### src/rtl/tx_unit.sv
// tx_unit: 11-bit UART-style serial transmitter.
// Frame = start, 8 data bits LSB first, parity (or 1), stop.
module tx_unit #(
  parameter logic [15:0] DIV_2400  = 16'd41667,
  parameter logic [15:0] DIV_4800  = 16'd20833,
  parameter logic [15:0] DIV_9600  = 16'd10417,
  parameter logic [15:0] DIV_19200 = 16'd5208
) (
  input  logic       clock,
  input  logic       reset_n,
  input  logic       send,
  input  logic [7:0] data_in,
  input  logic [1:0] parity_type,
  input  logic [1:0] baud_rate,
  output logic       data_tx,
  output logic       active_flag,
  output logic       done_flag
);

  typedef enum logic [2:0] {
    IDLE,
    START,
    DATA,
    PARITY,
    STOP
  } state_t;

  state_t      state_q, state_d;
  logic [15:0] cnt_q, cnt_d;
  logic [2:0]  idx_q, idx_d;
  logic [7:0]  data_q, data_d;
  logic [1:0]  par_q, par_d;
  logic [1:0]  baud_q, baud_d;
  logic        tx_q, tx_d;
  logic        active_q, active_d;
  logic        done_q, done_d;

  logic [15:0] div;
  logic        par_bit;
  logic        last;

  always_comb begin
    div = DIV_2400;
    case (baud_q)
      2'b00:   div = DIV_2400;
      2'b01:   div = DIV_4800;
      2'b10:   div = DIV_9600;
      default: div = DIV_19200;
    endcase
  end

  always_comb begin
    par_bit = 1'b1;
    if (par_q == 2'b01) begin
      par_bit = ~^data_q;
    end else if (par_q == 2'b10) begin
      par_bit = ^data_q;
    end
  end

  assign last = (cnt_q == div - 16'd1);

  // tx_d is the value of the bit that starts on the coming edge.
  always_comb begin
    state_d  = state_q;
    cnt_d    = cnt_q;
    idx_d    = idx_q;
    data_d   = data_q;
    par_d    = par_q;
    baud_d   = baud_q;
    tx_d     = tx_q;
    active_d = active_q;
    done_d   = 1'b0;
    if (state_q == IDLE) begin
      tx_d     = 1'b1;
      active_d = 1'b0;
      if (send) begin
        data_d   = data_in;
        par_d    = parity_type;
        baud_d   = baud_rate;
        state_d  = START;
        cnt_d    = 16'd0;
        idx_d    = 3'd0;
        tx_d     = 1'b0;
        active_d = 1'b1;
      end
    end else if (!last) begin
      cnt_d = cnt_q + 16'd1;
    end else begin
      cnt_d = 16'd0;
      case (state_q)
        START: begin
          state_d = DATA;
          idx_d   = 3'd0;
          tx_d    = data_q[0];
        end
        DATA: begin
          if (idx_q == 3'd7) begin
            state_d = PARITY;
            tx_d    = par_bit;
          end else begin
            idx_d = idx_q + 3'd1;
            tx_d  = data_q[idx_q+3'd1];
          end
        end
        PARITY: begin
          state_d = STOP;
          tx_d    = 1'b1;
        end
        STOP: begin
          state_d  = IDLE;
          tx_d     = 1'b1;
          active_d = 1'b0;
          done_d   = 1'b1;
        end
        default: begin
          state_d  = IDLE;
          tx_d     = 1'b1;
          active_d = 1'b0;
        end
      endcase
    end
  end

  always_ff @(posedge clock or negedge reset_n) begin
    if (!reset_n) begin
      state_q  <= IDLE;
      cnt_q    <= 16'd0;
      idx_q    <= 3'd0;
      data_q   <= 8'd0;
      par_q    <= 2'd0;
      baud_q   <= 2'd0;
      tx_q     <= 1'b1;
      active_q <= 1'b0;
      done_q   <= 1'b0;
    end else begin
      state_q  <= state_d;
      cnt_q    <= cnt_d;
      idx_q    <= idx_d;
      data_q   <= data_d;
      par_q    <= par_d;
      baud_q   <= baud_d;
      tx_q     <= tx_d;
      active_q <= active_d;
      done_q   <= done_d;
    end
  end

  assign data_tx     = tx_q;
  assign active_flag = active_q;
  assign done_flag   = done_q;

endmodule

### config.mk
export PLATFORM = sky130hd
export DESIGN_NAME = tx_unit
export DESIGN_NICKNAME = d
export VERILOG_FILES = /design/src/rtl/tx_unit.sv
export SDC_FILE = /design/constraint.sdc
export NUM_CORES = 1
export LEC_CHECK = 0
export CAP_MARGIN = 20
export CELL_PAD_IN_SITES_DETAIL_PLACEMENT = 0
export CELL_PAD_IN_SITES_GLOBAL_PLACEMENT = 1
export CORE_MARGIN = 3
export CORE_UTILIZATION = 45
export DETAILED_ROUTE_END_ITERATION = 8
export PLACE_DENSITY = 0.86
export SYNTH_ARGS = -nofsm -noshare
export SYNTH_HDL_FRONTEND = slang
export SYNTH_SLANG_ARGS = --single-unit
### constraint.sdc
create_clock -name clock -period 3.65 [get_ports clock]
set_input_delay 0.73 -clock clock [delete_from_list [all_inputs] [get_ports clock]]
set_output_delay 0.73 -clock clock [all_outputs]
set_load 0.02 [all_outputs]
Word level (Yosys, flattened, before mapping)
Cells that the tools add are included.

Register bits after elaboration: 37. Output and inout port bits: 3. Input bits: 15. Word-level logic and storage cells: 68.

Mux-type cells: 30. Reduce and logical (&&, ||, !) cells: 11. $lt $le $gt $ge: 1. Equality and inequality tests: 14. $add $sub $neg: 3.

Operator list (count): 2-to-1 mux 16 bit (3); one-hot mux 16 bit (3 select lines) (1); 2-to-1 mux 3 bit (8); adder 16 x 1 -> 16 bit, second input constant (1); == test 16 bit (1); subtractor 16 x 1 -> 16 bit, second input constant (1); 2-to-1 mux 1 bit (14); one-hot mux 3 bit (3 select lines) (1); XNOR reduction 8 bit (1); parity 8 bit (1); == test 3 x 2 -> 1 bit, second input constant (2); == test 3 bit, second input constant (2); inequality test 3 bit, second input constant (2); one-hot mux 3 bit (2 select lines) (1); == test 2 x 1 -> 1 bit, second input constant (2); == test 2 bit, second input constant (2); < comparator 3 x 4 -> 1 bit, second input constant (1); AND reduction 2 bit (2); AND reduction 4 bit (1); adder 3 x 1 -> 3 bit, second input constant (1); binary-select mux 1 bit (select 3 bit) (1); == test 3 x 1 -> 1 bit, second input constant (1); logical NOT 3 bit (1); AND reduction 3 bit (1); 7 further kinds (7).

Depth between registers and ports, before layout
Gate-level depths: netlist of the first run.

Word-level depth: 7. Gate-level depth with buffers: 10.

Worst setup path after synthesis of the first run
OpenSTA, ideal clock, no wires.

Path kind: reg2reg. From: register baud_q[0]. To: register idx_q[0]. Data arrival time: 2.425 ns. Stages on the path, launching flop included: 9. Setup time: 0.125 ns. Path buffers: 0. Slack: 1.100 ns. Clock period less this slack: 2.550 ns. Data required time: 3.525 ns. Path through: dfrtp_1 inv_1 ha_1 nor3b_2 a21oi_1 a2111oi_4 a31oi_2 or4b_4 mux2_4.

Word-level cells in the longest chain between the ends: 6. Elaborated cells on any way between the ends: 8. Those cells by class: add/sub: 1; eq/ne: 3; mux: 1; reduce/logical: 3.

Ends and longest elaborated chain: start, declared (RTL line 33) `logic [1:0] baud_q, baud_d;`; start signal, assigned (RTL line 142) `baud_q <= baud_d;`; == test 2 bit (tied with other cells) (RTL line 44) `case (baud_q)`; one-hot mux 16 bit (3 select lines) * (RTL line 44); subtractor 16 x 1 -> 16 bit * (RTL line 61) `assign last = (cnt_q == div - 16'd1);`; == test 16 bit * (RTL line 61); nonzero test 2 bit (no source line) *; AND reduction 4 bit (no source line) *; end signal, assigned (RTL line 139) `idx_q <= idx_d;`; end, declared (RTL line 30) `logic [2:0] idx_q, idx_d;`.

Mark *: on every way between the ends. The rest lies on a longest branch, timed or not. A chain may end at the register's enable or synchronous reset.

Worst setup path after layout of the first run
From: register baud_q[0]. To: register idx_q[1].

The elaborated chain is that of the path after synthesis.

==> run summary, run 1 <==
Routed wire per std cell: 14.6 um
Synth area leaders: dfrtp_1 (41%), ha_1 (5.7%), mux2_2 (5.6%), xnor2_1 (4.0%), a31oi_1 (3.1%)
GPL Wtd Cong: 0.757
largest net degree at the start of global routing: 38
Horiz. Die Dim: 76.1 um
post-synthesis area per instance: 10.1 um^2
synthesized cell area: 2210 um^2
drt initial violations: 125
Starting Density: 48.8%
Slew headroom: 43.7%
initial antenna violation count: 0
CTS buffer count: 5
Slew Viols, Final: 0
Sw Ratio: 37.3%
fin util: 56.2%
# fillers: 396
total number of vias: 1673
area of the die: 5790 um^2
clock period minus final worst setup slack: 2700 ps
hpwl dp: 3.08 mm
Highest Clock Rate: 371 MHz
Yosys cell types: 43
hold crit path type: input port to asynchronous set/reset pin
Combinational Power Share: 41.2%
clock-pin slew on the worst setup and hold paths: 80 ps
P_sw: 698 uW
pwr dens: 734 nW/um^2
global-route wire length before repair: 7.70 mm
CTS Hold Bufs: 0
Post-synth EDFFs: 0
area occupied by multi-input gates: 1220 um^2
clk sinks: 37
post-synthesis sequential area ratio: 41.9%
n_diodes: 0
synth warn: 0
final setup fails: 0
leakage dissipation: 0.00110 uW
Boundary Pins: 18
Tot GR Track Use: 16.4%
Setup CP Type: flop to flop
Tcrit/Tclk final: 73.9%
setup TNS: 0 ps
Clock Path Buffers: 2
worst slew pin tran: 844 ps
RSZ-0062 raised after global routing: no
Worst Setup End Kind: flop
CTS tree: yes
Die Ht: 76.1 um
worst skew pair latency: 290 ps
commonest non-fill, non-tap cell in the layout: dfrtp_1
Setup crit start kind: flop
core box area: 4530 um^2
Routed WL: 4.41 mm
Clock Skews: 6.69 ps
clk root buf: clkbuf_8
status: finished, final reports clean
vias in the first global route: 1594
Peak supply drop: 0.311 mV
Nets: 261
Mapped Cells: 219
TritonRoute pass-1 iters: 4
commonest non-fill, non-tap cells in the layout: dfrtp_1 (36), nand2_1 (17), clkdlybuf4s50_1 (16)
row count: 24
remaining global-route overflow: 0
clock power share: 19.3%
Area Overhead vs Synth: 15.3%
Critical Path AT: 2880 ps
IO buf count: 17
CP Max Fanout: 6
H-tree levels: 2
max_cap viols: 0
Synth Flop Type: dfrtp_1
Worst EP required: 3830 ps
internal cell power: 1170 uW
leading area contributor after synthesis: dfrtp_1
endpoints failing hold: 0
fraction of layout cells with a size suffix above 1: 14.3%
FF/Latch Area: 927 um^2
post-synth net total: 244
Post-synth ARST share: 100%
Flop pwr share: 39.5%
flops & latches, synth: 37
Vias/cell: 5.54
Post-CTS Setup Bufs: 0
top-area cell type share of the netlist area: 40.7%
DRC: 0
CTS resizes: 0
Routed Antenna Nets: 0
-- power by group through the flow --
stage                     Sequential (uW)  Clock (uW)  Combinational, uW
final                                 740         362                771
after global routing                  770         388                850
after CTS                             741         371                780
after detailed placement              747           0                770
after global placement                743           0                755
after floorplan                       690           0                648
-- stage by stage --
step | hold slack, ps | instances | total power [uW] | cell area (um^2) | setup slack (ps)
after floorplan | 434 | 219 | 1340 | 2210 | 1100
after global placement | 508 | 294 | 1500 | 2430 | 1070
after detailed placement | 518 | 294 | 1520 | 2430 | 976
after CTS | 537 | 302 | 1890 | 2550 | 936
after global routing | 568 | 302 | 2010 | 2550 | 783
final | 528 | 302 | 1870 | 2550 | 954
-- flip-flops by register name (all words and copies together) (netlist names) --
name and cells:
active_flag 1, state_q 3, baud_q 2, idx_q 3, cnt_q 16, done_flag 1
data_tx 1, data_q 8, par_q 2
-- synthesized netlist by cell type (2+ instances only) --
cell	count
and3b_1	2
mux2_4	3
and3_1	6
ha_1	10
or3_1	2
clkbuf_1	5
nand4_1	2
o22ai_1	2
dfrtp_1	36
nand2b_1	4
nor2_1	15
o21ai_0	9
inv_1	6
nor2b_1	2
a21o_1	3
a21oi_1	13
buf_2	4
mux4_2	2
o31ai_1	2
nand3_1	6
a22o_1	7
nor3_1	10
nand3b_1	3
a31oi_1	11
mux2_2	11
xnor2_1	10
nand2_1	17
-- worst paths after layout --
kind / startpoint / to / slack, ps / cells after the start
max: baud_q[0] / idx_q[1] / 950 / 8
min: reset_n / cnt_q[2] / 530 / 1
max reg2reg: baud_q[0] / idx_q[1] / 950 / 8
min reg2reg: par_q[0] / par_q[0] / 530 / 1
max in group asynchronous: reset_n / idx_q[1] / 2590 / 1
min in group clock: par_q[0] / par_q[0] / 530 / 1
-- layer usage --
| layer | share of wire, % | GRT usage [%] |
|---|---|---|
| met5 | 0 | 0 |
| met4 | 1.7 | 7.07 |
| met3 | 2.3 | 2.84 |
| met2 | 45 | 23.9 |
| met1 | 51 | 23.9 |
-- final cells by class --
| type | instances | share of cell area [%] |
|---|---|---|
| multi-input cells | 167 | 48.0 |
| flip-flops and latches | 37 | 36.4 |
| repair buffers | 19 | 7.07 |
| well taps | 65 | 3.19 |
| clock buffers | 5 | 2.70 |
| clock inverters | 3 | 1.82 |
| inverters | 6 | 0.883 |
-- critical path, cell delays in order, from the launching register on --
cell       delay (ps)
dfrtp_1           440
inv_1             140
ha_1              350
nor2b_1           150
a21oi_1           110
a2111oi_4         360
a31oi_2           150
or4b_4            570
mux2_4            320
-- cell families after synthesis --
kind of cell,synth area share (%)
multiplexers,10.1
AND/OR/NAND/NOR,17.6
flip-flops,41.9
buffers and inverters,2.77
adder cells (fa/ha/maj),5.66
AO/OA/AOI/OAI,17.5
XOR/XNOR,4.36
Note: power is estimated with default switching activity, not from simulation.
==> run 2: changes to the inputs <==
clock period = 2.5 ns   (was 3.65 ns; I/O delays follow)
==> run 2 against run 1 <==
The run now ends with negative setup slack left. Count of clock-buffer cells in the layout increased by 1. Largest cell class unchanged. Register-to-register slack worse by 990 ps. Final cell count increased by 3.6%. Total power up 51%. Die area did not move. Setup slack lost 990 ps. Global-route usage about the same. Largest power group unchanged. Flip-flop and latch count is the same. Critical path type unchanged. Fmax increased by 6.4%.
==> run summary, run 2 (same netlist as run 1, synthesis figures left out) <==
worst skew pair latency: 290 ps
crit path cell chain: inv_2 > buf_12 > ha_1 > xnor2_2 > a2111oi_4 > a31oi_2 > or4b_4 > mux2_4
CTS buffer count: 5
Flop pwr share: 38.2%
Buf/Inv on CP: 2
row count: 24
leakage dissipation: 0.00116 uW
Critical Path AT: 2720 ps
CTS Hold Bufs: 0
pwr dens: 1060 nW/um^2
largest net degree at the start of global routing: 38
Sw Ratio: 37.9%
max reg flops: 16
Clock Skews: 8.49 ps
DRC: 0
clock-pin slew on the worst setup and hold paths: 80 ps
commonest non-fill, non-tap cells in the layout: dfrtp_1 (35), nand2_1 (17), clkdlybuf4s50_1 (16)
CP startpoint: baud_q[0]
Vias/cell: 5.42
core box area: 4530 um^2
TritonRoute pass-1 iters: 4
Slew headroom: 44.7%
Nets: 272
Area Overhead vs Synth: 20.6%
Setup crit start kind: flop
Combinational Power Share: 47.5%
setup TNS: -82.6 ps
Die Ht: 76.1 um
final total power: 2830 uW
worst slew pin tran: 829 ps
status: finished with violations
Inst Count DP: 300
failing checks: negative setup slack
largest registers: cnt_q (16), data_q (8)
RSZ-0062 raised after global routing: yes
Peak supply drop: 0.607 mV
hold crit path type: input port to asynchronous set/reset pin
CP max stage cell: or4b_4
# fillers: 381
hpwl dp: 3.21 mm
vias in the first global route: 1577
Clock Path Buffers: 2
Routed WL: 4.64 mm
Tcrit/Tclk final: 101%
Boundary Pins: 18
area occupied by multi-input gates: 1270 um^2
remaining global-route overflow: 0
internal cell power: 1760 uW
commonest non-fill, non-tap cell in the layout: dfrtp_1
crit path to: idx_q[1]
Slew Viols, Final: 0
drt initial violations: 139
max_cap viols: 0
Largest Register: cnt_q
FF-to-FF Start: baud_q[0]
clk sinks: 37
Worst EP required: 2680 ps
CTS tree: yes
Highest Clock Rate: 395 MHz
total number of vias: 1697
IO buf count: 17
initial antenna violation count: 0
Worst path depth: 8
FF-to-FF End: idx_q[1]
Tot GR Track Use: 16.4%
post-route setup slack: -34.3 ps
endpoints failing hold: 0
Max stage delay on crit path: 580 ps
Crit path max-delay family: simple AND/OR/NAND/NOR gates
CP Max Fanout: 4
Horiz. Die Dim: 76.1 um
final setup fails: 3
H-tree levels: 2
fraction of layout cells with a size suffix above 1: 21.8%
Worst Setup End Kind: flop
Routed wire per std cell: 14.8 um
Setup CP Type: flop to flop
area of the die: 5790 um^2
Post-Layout Cell Count: 313
FF/Latch Area: 928 um^2
Routed Antenna Nets: 0
Starting Density: 48.8%
clock period minus final worst setup slack: 2530 ps
R2R cell count: 8
clk root buf: clkbuf_8
P_sw: 1070 uW
flop2flop setup slack: -30 ps
clock power share: 14.4%
GPL Wtd Cong: 0.747
n_diodes: 0
global-route wire length before repair: 7.73 mm
run 2: power by group through the flow:
stage | Clock (uW) | Sequential [uW] | Combinational (uW)
floorplan | 0 | 1010 | 948
global placement | 0 | 1080 | 1140
detailed placement | 0 | 1080 | 1170
CTS | 418 | 1080 | 1190
global route | 444 | 1120 | 1480
finish | 406 | 1080 | 1340
run 2: timing repair:
| action | CTS | global route |
|---|---|---|
| setup endpoints to repair | 3 | 6 |
| pin swaps | 0 | 5 |
| setup buffers | 0 | 5 |
| resized for setup | 4 | 7 |
run 2: cell type report:
cell class	count	share of cell area [%]
flip-flops and latches	37	34.8
multi-input cells	167	47.7
repair buffers	30	10.5
clock inverters	2	0.375
inverters	6	0.844
clock buffers	6	2.72
well taps	65	3.05
run 2: layer usage:
metal / vias up / track usage [%] / routed length (um)
met2: 32 / 24.6 / 2090
met5: - / 0 / 0
met4: 0 / 7.07 / 85
met3: 8 / 3.31 / 140
met1: 797 / 23.0 / 2320
li1: 860 / - / -
run 2: worst reg2reg max path, delay by kind of cell, from the launching register on:
family          cells  cell delay, ps
buf+inv             2             220
mux                 1             320
flops               1             380
compound gates      2             540
xor+xnor            1             160
simple gates        1             580
fa+ha+maj           1             230
run 2: how the worst min path moves through the flow:
| stage | from | endpoint | slack, ps |
|---|---|---|---|
| after global routing | reset_n | cnt_q[10] | 370 |
| after CTS | reset_n | cnt_q[10] | 330 |
| final | reset_n | cnt_q[12] | 300 |
| after global placement | active_flag | active_flag | 500 |
| after floorplan | reset_n | active_flag | 200 |
| after detailed placement | active_flag | active_flag | 500 |
run 2: through the flow:
step           instance area [um^2]  worst slack [ps]  utilization, %  hold slack [ps]
4_1_cts                        2580             0.901            56.9              334
2_1_floorplan                  2210              1.80               -              204
5_1_grt                        2670              -102            58.8              369
3_5_place_dp                   2480             -27.8            54.7              501
6_report                       2670             -34.3            58.8              300
3_3_place_gp                   2480              79.3            54.7              497
